`src/rtl/state_packet_tx_pkg.sv`:
```
`default_nettype none
// ============================================================================
// Module      : state_packet_tx_pkg
// Description : Shared types, FSM encodings and frame sizing helper for the
//               game-state packet transmitter.
// Revision    : 1.0 - initial release
// ============================================================================
package state_packet_tx_pkg;

    typedef logic [31:0] data_t;

    typedef struct packed {
        logic [15:0] x;
        logic [15:0] y;
    } location_t;

    localparam logic [1:0] c_ST_IDLE  = 2'd0;
    localparam logic [1:0] c_ST_SHIFT = 2'd1;
    localparam logic [1:0] c_ST_GAP   = 2'd2;

    // Frame is {seq, fields, 8-bit checksum}.
    function automatic int frame_width(input int seq_w, input int num_fields, input int field_w);
        return seq_w + num_fields * field_w + 8;
    endfunction

endpackage
`default_nettype wire

```
`src/rtl/state_packet_tx_spi_shifter.sv`:
```
`default_nettype none
// ============================================================================
// Module      : state_packet_tx_spi_shifter
// Description : Shifts one frame out MSB-first with a fixed bit period;
//               generates the SPI clock and active-low select.
// Revision    : 1.0 - initial release
// ============================================================================
module state_packet_tx_spi_shifter #(
    parameter int FRAME_W     = 48,
    parameter int DATA_PERIOD = 100
) (
    input  logic               clk,
    input  logic               rst,
    input  logic               i_load,
    input  logic [FRAME_W-1:0] i_frame,
    output logic               o_done,
    output logic               o_data,
    output logic               o_sclk,
    output logic               o_sel
);

    localparam int c_PER_W = $clog2(DATA_PERIOD);
    localparam int c_BIT_W = $clog2(FRAME_W);
    localparam logic [c_PER_W-1:0] c_PER_LAST = c_PER_W'(DATA_PERIOD - 1);
    localparam logic [c_PER_W-1:0] c_PER_HALF = c_PER_W'(DATA_PERIOD / 2);
    localparam logic [c_BIT_W-1:0] c_BIT_LAST = c_BIT_W'(FRAME_W - 1);

    logic [FRAME_W-1:0] r_shift;
    logic [c_PER_W-1:0] r_per_cnt;
    logic [c_BIT_W-1:0] r_bit_cnt;
    logic               r_active;
    logic               w_bit_end;
    logic               w_last_bit;

    assign w_bit_end  = r_active && (r_per_cnt == c_PER_LAST);
    assign w_last_bit = w_bit_end && (r_bit_cnt == c_BIT_LAST);

    always_ff @(posedge clk) begin
        if (rst) begin
            r_shift   <= '0;
            r_per_cnt <= '0;
            r_bit_cnt <= '0;
            r_active  <= 1'b0;
        end else if (i_load && !r_active) begin
            r_shift   <= i_frame;
            r_per_cnt <= '0;
            r_bit_cnt <= '0;
            r_active  <= 1'b1;
        end else if (r_active) begin
            if (w_bit_end) begin
                // Data moves only at a bit boundary; receiver samples mid-bit.
                r_per_cnt <= '0;
                r_shift   <= {r_shift[FRAME_W-2:0], 1'b0};
                if (w_last_bit) begin
                    r_active <= 1'b0;
                end else begin
                    r_bit_cnt <= r_bit_cnt + 1'b1;
                end
            end else begin
                r_per_cnt <= r_per_cnt + 1'b1;
            end
        end
    end

    assign o_done = w_last_bit;
    assign o_data = r_active & r_shift[FRAME_W-1];
    assign o_sclk = r_active && (r_per_cnt >= c_PER_HALF);
    assign o_sel  = ~r_active;

endmodule
`default_nettype wire

```
`src/rtl/state_packet_tx.sv`:
```
`default_nettype none
// ============================================================================
// Module      : state_packet_tx
// Description : Latches independently-arriving state fields and sends them as
//               a sequenced, checksummed frame over a 3-wire SPI link.
// Revision    : 1.0 - initial release
// ============================================================================
module state_packet_tx
    import state_packet_tx_pkg::*;
#(
    parameter int NUM_FIELDS  = 2,
    parameter int FIELD_WIDTH = 32,
    parameter int DATA_PERIOD = 100,
    parameter int SEQ_WIDTH   = 8
) (
    input  logic                              clk_pixel_in,
    input  logic                              rst_in,
    input  logic [NUM_FIELDS*FIELD_WIDTH-1:0] field_in,
    input  logic [NUM_FIELDS-1:0]             field_valid_in,
    input  logic                              force_in,
    output logic                              data_out,
    output logic                              data_clk_out,
    output logic                              sel_out,
    output logic                              busy_out,
    output logic                              frame_done_out,
    output logic [SEQ_WIDTH-1:0]              seq_out
);

    localparam int c_FRAME_W   = frame_width(SEQ_WIDTH, NUM_FIELDS, FIELD_WIDTH);
    localparam int c_PAYLOAD_W = SEQ_WIDTH + NUM_FIELDS * FIELD_WIDTH;
    localparam int c_NUM_BYTES = c_PAYLOAD_W / 8;
    localparam int c_GAP_W     = $clog2(DATA_PERIOD);
    localparam logic [c_GAP_W-1:0] c_GAP_LAST = c_GAP_W'(DATA_PERIOD - 1);

    logic [NUM_FIELDS*FIELD_WIDTH-1:0] r_fields;
    logic [NUM_FIELDS-1:0]             r_fresh;
    logic [SEQ_WIDTH-1:0]              r_seq;
    logic [1:0]                        r_state;
    logic [c_GAP_W-1:0]                r_gap_cnt;

    logic [1:0]             w_next_state;
    logic                   w_trigger;
    logic                   w_load;
    logic                   w_busy;
    logic                   w_frame_done;
    logic                   w_shift_done;
    logic [c_PAYLOAD_W-1:0] w_payload;
    logic [7:0]             w_csum;
    logic [c_FRAME_W-1:0]   w_frame;

    assign w_trigger = (r_state == c_ST_IDLE) && ((&r_fresh) || force_in);

    // A strobe coinciding with the snapshot keeps its flag for the next frame.
    always_ff @(posedge clk_pixel_in) begin
        if (rst_in) begin
            r_fresh <= '0;
        end else begin
            r_fresh <= (w_trigger ? '0 : r_fresh) | field_valid_in;
        end
    end

    always_ff @(posedge clk_pixel_in) begin
        for (int k = 0; k < NUM_FIELDS; k++) begin
            if (field_valid_in[k]) begin
                r_fields[k*FIELD_WIDTH +: FIELD_WIDTH] <= field_in[k*FIELD_WIDTH +: FIELD_WIDTH];
            end
        end
    end

    assign w_payload = {r_seq, r_fields};

    always_comb begin
        w_csum = '0;
        for (int i = 0; i < c_NUM_BYTES; i++) begin
            w_csum = w_csum + w_payload[i*8 +: 8];
        end
    end

    assign w_frame = {w_payload, w_csum};

    always_ff @(posedge clk_pixel_in) begin
        if (rst_in) begin
            r_state <= c_ST_IDLE;
        end else begin
            r_state <= w_next_state;
        end
    end

    always_comb begin
        w_next_state = r_state;
        case (r_state)
            c_ST_IDLE:  if (w_trigger)                 w_next_state = c_ST_SHIFT;
            c_ST_SHIFT: if (w_shift_done)              w_next_state = c_ST_GAP;
            c_ST_GAP:   if (r_gap_cnt == c_GAP_LAST)   w_next_state = c_ST_IDLE;
            default:                                   w_next_state = c_ST_IDLE;
        endcase
    end

    always_comb begin
        w_busy       = (r_state != c_ST_IDLE);
        w_load       = w_trigger;
        w_frame_done = (r_state == c_ST_GAP) && (r_gap_cnt == c_GAP_LAST);
    end

    always_ff @(posedge clk_pixel_in) begin
        if (rst_in || (r_state != c_ST_GAP)) begin
            r_gap_cnt <= '0;
        end else begin
            r_gap_cnt <= r_gap_cnt + 1'b1;
        end
    end

    always_ff @(posedge clk_pixel_in) begin
        if (rst_in) begin
            r_seq <= '0;
        end else if (w_frame_done) begin
            r_seq <= r_seq + 1'b1;
        end
    end

    state_packet_tx_spi_shifter #(
        .FRAME_W     (c_FRAME_W),
        .DATA_PERIOD (DATA_PERIOD)
    ) u_shifter (
        .clk     (clk_pixel_in),
        .rst     (rst_in),
        .i_load  (w_load),
        .i_frame (w_frame),
        .o_done  (w_shift_done),
        .o_data  (data_out),
        .o_sclk  (data_clk_out),
        .o_sel   (sel_out)
    );

    assign busy_out       = w_busy;
    assign frame_done_out = w_frame_done;
    assign seq_out        = r_seq;

endmodule
`default_nettype wire

```
`config.mk`:
```
export PLATFORM = sky130hd
export DESIGN_NAME = state_packet_tx
export DESIGN_NICKNAME = d
export VERILOG_FILES = /design/src/rtl/state_packet_tx_pkg.sv /design/src/rtl/state_packet_tx_spi_shifter.sv /design/src/rtl/state_packet_tx.sv
export SDC_FILE = /design/constraint.sdc
export NUM_CORES = 1
export LEC_CHECK = 0
export ABC_AREA = 1
export BUFFER_PORTS_ARGS = -buffer_cell sky130_fd_sc_hd__buf_2
export CAP_MARGIN = 20
export CORE_ASPECT_RATIO = 0.5
export CORE_MARGIN = 2
export CORE_UTILIZATION = 30
export CTS_CLUSTER_SIZE = 25
export DETAILED_ROUTE_END_ITERATION = 16
export PLACE_DENSITY = 0.44
export SYNTH_ARGS = -nofsm -noshare
export SYNTH_HDL_FRONTEND = slang
export SYNTH_SLANG_ARGS = --single-unit
```
`constraint.sdc`:
```
create_clock -name clk_pixel_in -period 5.37 [get_ports clk_pixel_in]
set_input_delay 0.8055 -clock clk_pixel_in [delete_from_list [all_inputs] [get_ports clk_pixel_in]]
set_output_delay 0.8055 -clock clk_pixel_in [all_outputs]
set_load 0.01 [all_outputs]
```
==> results of run 1 <==
## power breakdown
part	internal, mW	switching [mW]
clock network	0.688	0.571
logic	0.518	0.792
registers	1.52	0.0605
## routing by layer
| layer | share of wire | global-route usage | routed length [um] | vias to the layer above |
|---|---|---|---|---|
| li1 | - | - | - | 3167 |
| met1 | 0.51 | 0.2154 | 11030 | 3080 |
| met2 | 0.44 | 0.2330 | 9480 | 109 |
| met3 | 0.036 | 0.03189 | 782 | 21 |
| met4 | 0.015 | 0.04916 | 316 | 0 |
| met5 | 0 | 0 | 0 | - |
## cell families (layout without fill, tap and decap cells)
family / count (synthesis) / count (layout) / share of synthesized area
simple gates: 293 / 293 / 0.1435
compound gates: 133 / 133 / 0.1050
xor+xnor: 14 / 14 / 0.01417
buf+inv: 290 / 373 / 0.1286
flops: 178 / 178 / 0.4859
fa+ha+maj: 58 / 58 / 0.1229
## final cells by class
type | count | area [um^2] | area share
Tap cell | 382 | 478.0 | 0.04773
Inverter | 255 | 960.9 | 0.09595
Clock inverter | 12 | 125.1 | 0.01249
Timing Repair Buffer | 86 | 442.9 | 0.04423
Multi-Input combinational cell | 498 | 3336 | 0.3331
Clock buffer | 20 | 467.9 | 0.04673
Sequential cell | 178 | 4204 | 0.4198
## metrics by stage
stage,utilization,instances
2_1_floorplan,-,966
3_3_place_gp,0.3361,1399
3_5_place_dp,0.3361,1399
4_1_cts,0.3573,1431
5_1_grt,0.3573,1431
6_report,0.3573,1431
## worst reg2reg max path, stage by stage, from the launching register on
cell and delay [ns]:
dfxtp_1 0.35, inv_1 0.13, fa_1 0.58, inv_1 0.07, fa_1 0.50, fa_1 0.55
inv_1 0.05, fa_1 0.53, inv_1 0.04, ha_1 0.34, a21oi_1 0.15, nand2_1 0.10
a21oi_1 0.13, inv_1 0.05, a21oi_1 0.15, inv_1 0.06, nand3_1 0.08, nand3_1 0.08
nand2_1 0.09, nand2_1 0.04
## worst max path at each step
stage               startpoint                   end
global route        seq_out[4]  u_shifter.r_shift[7]
CTS                 seq_out[4]  u_shifter.r_shift[7]
detailed placement  seq_out[4]  u_shifter.r_shift[7]
global placement    seq_out[4]  u_shifter.r_shift[7]
finish              seq_out[4]  u_shifter.r_shift[7]
floorplan           seq_out[4]  u_shifter.r_shift[7]
## sequential cells by signal, indices dropped and copies added, names as in the netlist
name / count
u_shifter.r_active: 1
r_fields: 64
r_fresh: 2
r_gap_cnt: 7
u_shifter.r_shift: 80
u_shifter.r_per_cnt: 7
r_state: 2
u_shifter.r_bit_cnt: 7
seq_out: 8
## placed cells by master (no fill, tap or decap), types with 12 or more instances in the layout
master     netlist  layout
o221ai_1        52      52
nand2_1        188     188
a21oi_1         25      25
xor2_1          12      12
dfxtp_1        114     114
nor2_1          54      54
inv_1          252     252
clkbuf_16        0      18
nand3_1         20      20
edfxtp_1        64      64
ha_1            13      13
o22ai_1         21      21
o21ai_0         28      28
buf_2           13      81
fa_1            45      45
==> impl_metrics.csv, run 1 <==
group,metric,value,unit
status,status,"finished clean",
critical_path,cp.buffers_inverters,6,
grt,grt_max_degree,82,
sta,final.setup.worst_slack,1.223,ns
finish,fillCellCount,2891,
floorplanning,die_h,124.1,um
hold_path,min_delay_path_depth,1,
sta,worst_slew_pin_slew,1.003,ns
floorplanning,num_io_pins,82,
synthesis,synth_warnings,0,
grt,grt_pass1_vias,6116,
synthesis,synth.distinct_cells,38,
synthesis,syn-cell-area,8652,um^2
grt,antenna_found_initial,0,
synthesis,synthFlopType,"dfxtp_1",
critical_path,startpoint_type,"flop",
critical_path,cp_slowest_stage_delay,0.58,ns
synthesis,synth_common_cells,"252 x inv_1, 188 x nand2_1, 114 x dfxtp_1",
power,p_leak,4.642,nW
critical_path,path_cells,"inv_1 > fa_1 > inv_1 > fa_1 > fa_1 > inv_1 > fa_1 > inv_1 > ha_1 > a21oi_1 > nand2_1 > a21oi_1 > inv_1 > a21oi_1 > inv_1 > nand3_1 > nand3_1 > nand2_1 > nand2_1",
clock_tree,clk_path_buf_depth,2,
grt,grt_overflow_total,0,
route,drc_errors,0,
synthesis,ys_seq_area_frac,0.4859,
critical_path,path_max_fanout,7,
hold_path,holdCritPathClass,"flop to flop",
grt,grt_pass1_wl,34130,um
finish,drive_above_1_share,0.1258,
sta,min_period,4.147,ns
route,viasPerCell,4.456,
sta,slew_violations,0,
place,dpl_worst_slack,1.216,ns
hold_path,hold_path_end,"r_gap_cnt[0]",
clock_tree,cts.sinks,178,
synthesis,synth_edf_count,64,
power,p_per_area,414.2,nW/um^2
clock_tree,postCtsHoldBufs,0,
route,drt-initial-drc-count,364,
job,cap_violations,0,
finish,final_nets,1163,
critical_path,worstPathArrival,4.50,ns
critical_path,crit_path_end_kind,"flop",
hold_path,hold_start,"r_gap_cnt[0]",
grt,grt_use_total,0.1522,
finish,num_antenna_cells,0,
power,power.total,4.148,mW
clock_tree,post-cts-setup-buffer-count,0,
synthesis,syn-instance-count,966,
clock_tree,cts-resized-gates,0,
sta,finalHoldViolations,0,
clock_tree,cts_root_buffer,"clkbuf_16",
floorplanning,coreArea,28030,um^2
place,portBuffers,81,
critical_path,cp_num_cells,19,
place,place.gp.congestion,0.7681,
clock_tree,h-tree-depth,4,
synthesis,avgSynthCellArea,8.957,um^2
sta,grt_setup_unrepaired,"no",
route,ant_nets,0,
route,wl_per_cell,15.10,um
clock_tree,clkTransAtPathRegs,0.07,ns
synthesis,synth-async-reset-ratio,0,
synthesis,synth.largest_area_cell,"dfxtp_1",
synthesis,ys_ff_latch,178,
floorplanning,die_x,244.2,um
sta,max_slew_margin,0.3292,
place,dpl.hpwl,15410,um
place,place_area,9422,um^2
sta,setup_violations,0,
synthesis,synthTopCellsByArea,"dfxtp_1 26%, edfxtp_1 22%, inv_1 11%",
sta,whs,0.4537,ns
critical_path,path_common_cell,"inv_1",
synthesis,syn_nets,1093,
critical_path,r2r_cells,19,
critical_path,r2r_slack,1.22,ns
critical_path,rr_endpoint,"u_shifter.r_shift[7]",
critical_path,critPathSlowestCell,"fa_1",
sta,min_period_over_period,0.7723,
route,vias,6377,
critical_path,r2r-start,"seq_out[4]",
power,ir_drop,0.2808,mV
critical_path,crit_family,"adder cells",
route,wl,21610,um
finish,design_area,10010,um^2
floorplanning,row_count,43,
critical_path,worst_ep_required_time,5.72,ns
sta,fin_skew,0.007371,ns
clock_tree,cts_inserted_buffers,17,
synthesis,yosysMostFrequentCell,"inv_1",
clock_tree,clock_latency,0.45,ns
finish,area_growth,15.75,%
sta,max_freq,241.1,MHz
clock_tree,cts_tree,"yes",
floorplanning,initial_core_util,0.3087,
sta,tns,0,ns
floorplanning,die_area,30300,um^2
synthesis,netlist.area_leader.share,0.2638,
critical_path,path_class,"flop to flop",
route,dr.pass1.iters,4,
Note: power is estimated with default switching activity, not from simulation.
==> run 2: changes to the inputs <==
Clock period 5.37 ns to 3.89 ns, I/O delays scaled along.
==> impl_metrics.csv, run 2 (same netlist as run 1, synthesis figures left out) <==
group,metric,value,unit
grt,grt_pass1_wl,34540,um
finish,mostFrequentLayoutCell,"inv_1",
route,ant_nets,0,
route,wl_per_cell,14.90,um
clock_tree,postCtsHoldBufs,0,
place,dpl_worst_slack,-0.1198,ns
critical_path,crit_path_end_kind,"flop",
power,p_leak,4.750,nW
status,status,"finished clean",
finish,final_nets,1190,
route,viasPerCell,4.342,
critical_path,path_class,"flop to flop",
clock_tree,cts_tree,"yes",
finish,drive_above_1_share,0.1812,
critical_path,path_max_fanout,3,
route,wl,21720,um
place,dpl.hpwl,15630,um
sta,fin_skew,0.01509,ns
clock_tree,cts.sinks,178,
floorplanning,initial_core_util,0.3087,
clock_tree,cts_root_buffer,"clkbuf_16",
place,portBuffers,81,
sta,finalHoldViolations,0,
critical_path,startpoint_type,"flop",
finish,final_cell_mix,"240 x inv_1, 183 x nand2_1, 112 x dfxtp_1",
route,drc_errors,0,
grt,grt_max_degree,82,
sta,max_freq,265.6,MHz
route,drt-initial-drc-count,326,
place,place.gp.congestion,0.7902,
power,p_per_area,610.9,nW/um^2
grt,antenna_found_initial,0,
finish,area_growth,19.20,%
sta,setup_violations,0,
sta,max_slew_margin,0.3789,
critical_path,worst_ep_required_time,4.24,ns
job,cap_violations,0,
floorplanning,die_area,30300,um^2
floorplanning,coreArea,28030,um^2
floorplanning,row_count,43,
sta,worst_slew_pin_slew,0.9316,ns
clock_tree,clk_path_buf_depth,2,
clock_tree,cts_inserted_buffers,17,
sta,min_period,3.765,ns
sta,min_period_over_period,0.9678,
sta,grt_setup_unrepaired,"yes",
floorplanning,num_io_pins,82,
route,vias,6331,
floorplanning,die_x,244.2,um
grt,grt_pass1_vias,6279,
power,ir_drop,0.4758,mV
finish,design_area,10310,um^2
clock_tree,clkTransAtPathRegs,0.07,ns
finish,largest_reg_flops,80,
finish,num_antenna_cells,0,
grt,grt_use_total,0.1540,
grt,grt_overflow_total,0,
finish,fillCellCount,2881,
sta,tns,0,ns
finish,largest-register,"u_shifter.r_shift",
floorplanning,die_h,124.1,um
route,dr.pass1.iters,4,
critical_path,worstPathArrival,4.12,ns
hold_path,holdCritPathClass,"input pin to flop",
finish,fin_util,0.3679,
sta,slew_violations,0,
place,place_area,9593,um^2
clock_tree,clock_latency,0.45,ns
clock_tree,h-tree-depth,4,
sta,final.setup.worst_slack,0.1252,ns
run 2: cell types whose count changed in the layout (fill, tap and decap cells not counted), moves of 3 or more:
| cell | before | now |
|---|---|---|
| buf_4 | 5 | 31 |
| inv_1 | 252 | 240 |
| inv_2 | 1 | 13 |
| fa_1 | 45 | 39 |
| fa_2 | 0 | 6 |
| nand2_1 | 188 | 183 |
| nand2_2 | 2 | 7 |
| ha_1 | 13 | 9 |
| ha_4 | 0 | 4 |
| nand3_1 | 20 | 16 |
| nand3_2 | 0 | 4 |
| a21oi_1 | 25 | 22 |
| a21oi_2 | 0 | 3 |
| clkinv_2 | 1 | 4 |
run 2: power by group:
part	internal, mW	switching (mW)
Sequential	2.10	0.0832
Clock	0.910	0.751
Combinational	1.16	1.29
run 2: worst paths after layout:
path	cells past startpoint	slack (ns)	to	start
worst max-delay path	15	0.13	u_shifter.r_shift[5]	seq_out[4]
worst min-delay path	1	0.30	r_fields[54]	field_in[54]
worst max register to register	15	0.13	u_shifter.r_shift[5]	seq_out[4]
worst min register to register	1	0.46	r_gap_cnt[0]	r_gap_cnt[0]
run 2: through the flow:
stage               total power, mW  std cells  hold WS, ns
floorplan                     3.550        966       0.4176
finish                        6.301       1458       0.3037
global route                  6.819       1458       0.2779
CTS                           6.015       1453       0.2712
global placement              4.227       1420       0.4311
detailed placement            4.246       1420       0.4562
run 2: timing repair:
item | 4_1_cts | 5_1_grt
resized for setup | 3 | 32
gates cloned | 0 | 0
pin swaps | 9 | 40
setup buffers | 1 | 5
setup endpoints to repair | 3 | 5
run 2: critical path: stages, from the launching register on:
cell,delay (ns)
dfxtp_2,0.33
inv_2,0.04
fa_1,0.58
inv_1,0.07
fa_1,0.48
fa_1,0.50
inv_1,0.05
fa_1,0.50
inv_2,0.05
ha_4,0.22
a21oi_2,0.16
nand2_2,0.08
buf_4,0.13
buf_4,0.12
xnor2_1,0.12
a221oi_1,0.25
run 2: layer usage:
| metal | track usage | wire length (um) | vias to the layer above |
|---|---|---|---|
| met1 | 0.2150 | 11140 | 2994 |
| met2 | 0.2315 | 9434 | 91 |
| met5 | 0 | 0 | - |
| met4 | 0.06021 | 386 | 0 |
| li1 | - | - | 3224 |
| met3 | 0.03598 | 764 | 22 |
run 2: cell type report:
type                    instances  area, um^2  area share
flip-flops and latches        178        4207      0.4079
multi-input cells             498        3445      0.3340
inverters                     255       960.9     0.09317
repair buffers                113       658.1     0.06381
well taps                     382       478.0     0.04634
clock buffers                  19       452.9     0.04392
clock inverters                13       112.6     0.01092
==> run 3: changes to the inputs <==
Settings changed: GPL_TIMING_DRIVEN set to 0, SYNTH_HIERARCHICAL set to 1.
==> impl_metrics.csv, run 3 <==
group,metric,value,unit
grt,grt_pass1_vias,6483,
finish,drive_above_1_share,0.2034,
floorplanning,die_x,243.1,um
critical_path,startpoint_type,"flop",
synthesis,synth_edf_count,64,
synthesis,synth.largest_area_cell,"dfxtp_1",
sta,final.setup.worst_slack,-0.1019,ns
synthesis,syn_nets,1071,
critical_path,cp_slowest_stage_delay,0.57,ns
critical_path,path_cells,"inv_2 > fa_1 > inv_2 > fa_1 > fa_1 > inv_1 > fa_1 > inv_2 > ha_4 > a21o_1 > nand2_1 > nand3_2 > xor2_2 > inv_1 > nand2_1 > nand2_2 > nand2_1 > a21boi_2 > a21oi_1",
critical_path,worst_ep_required_time,4.21,ns
synthesis,synth.distinct_cells,37,
clock_tree,postCtsHoldBufs,0,
critical_path,worstPathArrival,4.31,ns
sta,worst_slew_pin_slew,0.9006,ns
sta,finalHoldViolations,0,
synthesis,ys_ff_latch,178,
synthesis,syn-cell-area,8578,um^2
clock_tree,cts_inserted_buffers,17,
clock_tree,cts_root_buffer,"clkbuf_16",
place,portBuffers,81,
sta,min_period_over_period,1.026,
grt,grt_pass1_wl,35700,um
critical_path,path_common_cell,"fa_1",
route,viasPerCell,4.442,
job,cap_violations,0,
synthesis,synth_common_cells,"238 x nand2_1, 124 x inv_1, 122 x nand3_1",
clock_tree,cts_tree,"yes",
hold_path,hold_start,"field_in[48]",
route,dr.pass1.iters,5,
hold_path,holdCritPathClass,"input pin to flop",
synthesis,syn-instance-count,944,
floorplanning,die_h,123.6,um
floorplanning,die_area,30040,um^2
critical_path,crit_path_end_kind,"flop",
route,wl,22000,um
floorplanning,coreArea,27920,um^2
critical_path,r2r-start,"r_fields[20]",
finish,mostFrequentLayoutCell,"nand2_1",
synthesis,avgSynthCellArea,9.087,um^2
critical_path,path_max_fanout,4,
sta,fin_skew,0.01031,ns
finish,final_cell_mix,"237 x nand2_1, 121 x nand3_1, 110 x dfxtp_1",
sta,grt_setup_unrepaired,"yes",
critical_path,cp_num_cells,19,
route,ant_nets,0,
grt,antenna_found_initial,0,
power,power.total,6.362,mW
floorplanning,row_count,43,
grt,grt_use_total,0.1583,
critical_path,r2r_cells,19,
floorplanning,num_io_pins,82,
sta,max_freq,250.5,MHz
route,drt-initial-drc-count,352,
sta,slew_violations,0,
status,status,"finished, violations left",
synthesis,yosysMostFrequentCell,"nand2_1",
finish,largest-register,"u_shifter/r_shift",
place,place.gp.congestion,0.8000,
sta,max_slew_margin,0.3996,
finish,num_antenna_cells,0,
floorplanning,initial_core_util,0.3072,
synthesis,netlist.area_leader.share,0.2660,
clock_tree,clk_path_buf_depth,2,
clock_tree,cts.sinks,178,
finish,largest_reg_flops,80,
synthesis,synth_warnings,6,
synthesis,synthFlopType,"dfxtp_1",
power,p_leak,4.483,nW
critical_path,crit_family,"adder cells",
clock_tree,clock_latency,0.45,ns
route,drc_errors,0,
critical_path,rr_endpoint,"u_shifter/r_shift[7]",
synthesis,synth-async-reset-ratio,0,
critical_path,endpoint,"u_shifter/r_shift[7]",
route,wl_per_cell,15.13,um
power,ir_drop,0.4039,mV
critical_path,cp.buffers_inverters,5,
critical_path,critPathLaunch,"r_fields[20]",
finish,area_growth,20.06,%
sta,whs,0.3077,ns
hold_path,min_delay_path_depth,1,
power,p_per_area,617.8,nW/um^2
synthesis,synthTopCellsByArea,"dfxtp_1 27%, edfxtp_1 22%, fa_1 11%",
route,vias,6458,
status,violations,"negative setup slack",
place,dpl.hpwl,16860,um
sta,min_period,3.992,ns
critical_path,r2r_slack,-0.10,ns
sta,setup_violations,2,
sta,tns,-0.1616,ns
finish,final_nets,1186,
synthesis,ys_seq_area_frac,0.4901,
critical_path,critPathSlowestCell,"fa_1",
clock_tree,clkTransAtPathRegs,0.07,ns
clock_tree,h-tree-depth,4,
grt,grt_max_degree,34,
grt,grt_overflow_total,0,
critical_path,path_class,"flop to flop",
run 3: per-layer routing:
metal / part of all wire / routed length [um] / GRT usage / vias up
met3: 0.035 / 766 / 0.03663 / 17
met5: 0 / 0 / 0 / -
met1: 0.50 / 11010 / 0.2148 / 3090
li1: - / - / - / 3251
met4: 0.011 / 237 / 0.04141 / 0
met2: 0.45 / 9980 / 0.2570 / 100
run 3: power by group:
group | internal [mW] | leakage, nW | switching, mW
logic | 1.12 | 2.63 | 1.26
registers | 2.07 | 1.56 | 0.0923
clock network | 1.07 | 0.298 | 0.746
run 3: area by class of cell:
class                   count  area [um^2]
plain buffers              33        239.0
clock buffers              18        429.2
clock inverters            14        185.2
fillers                  2869        17620
inverters                 134        503.0
multi-input cells         599         3732
flip-flops and latches    178         4214
well taps                 382        478.0
repair buffers             96        518.0
run 3: what timing repair did:
item | 4_1_cts | 5_1_grt
pin swaps | 34 | 10
gates cloned | 0 | 0
setup endpoints to repair | 5 | 5
gates resized for setup | 28 | 11
setup buffers | 12 | 3
run 3: how the worst min path moves through the flow:
stage                                       to  slack, ns
after floorplan                   r_gap_cnt[0]       0.42
after global placement            r_gap_cnt[0]       0.43
after detailed placement  u_shifter/r_shift[0]       0.44
after CTS                         r_fields[59]       0.28
after global routing              r_fields[19]       0.28
final                             r_fields[48]       0.31
run 3: worst reg2reg max path: cells and delay by family, from the launching register on:
family                     cells  cell delay, ns
AOI/OAI and AO/OA              3            0.40
xor gates and xnor gates       1            0.16
adders and majority gates      5            2.28
buffers and inverters          5            0.26
DFF                            1            0.39
and+or+nand+nor                5            0.37
run 3: logic make-up after synthesis:
| group | share of synthesized area |
|---|---|
| AOI/OAI and AO/OA | 0.05820 |
| xor gates and xnor gates | 0.01429 |
| adders and majority gates | 0.1240 |
| buffers and inverters | 0.08649 |
| DFF | 0.4901 |
| and+or+nand+nor | 0.2270 |
run 3: stage by stage:
stage          area (um^2)  utilization  worst slack, ns  std cells
2_1_floorplan         8596            -         0.006923        944
3_3_place_gp          9479       0.3395          -0.4800       1407
3_5_place_dp          9479       0.3395          -0.4564       1407
4_1_cts              10250       0.3671          -0.1391       1451
5_1_grt              10300       0.3688          -0.2819       1454
6_report             10300       0.3688          -0.1019       1454
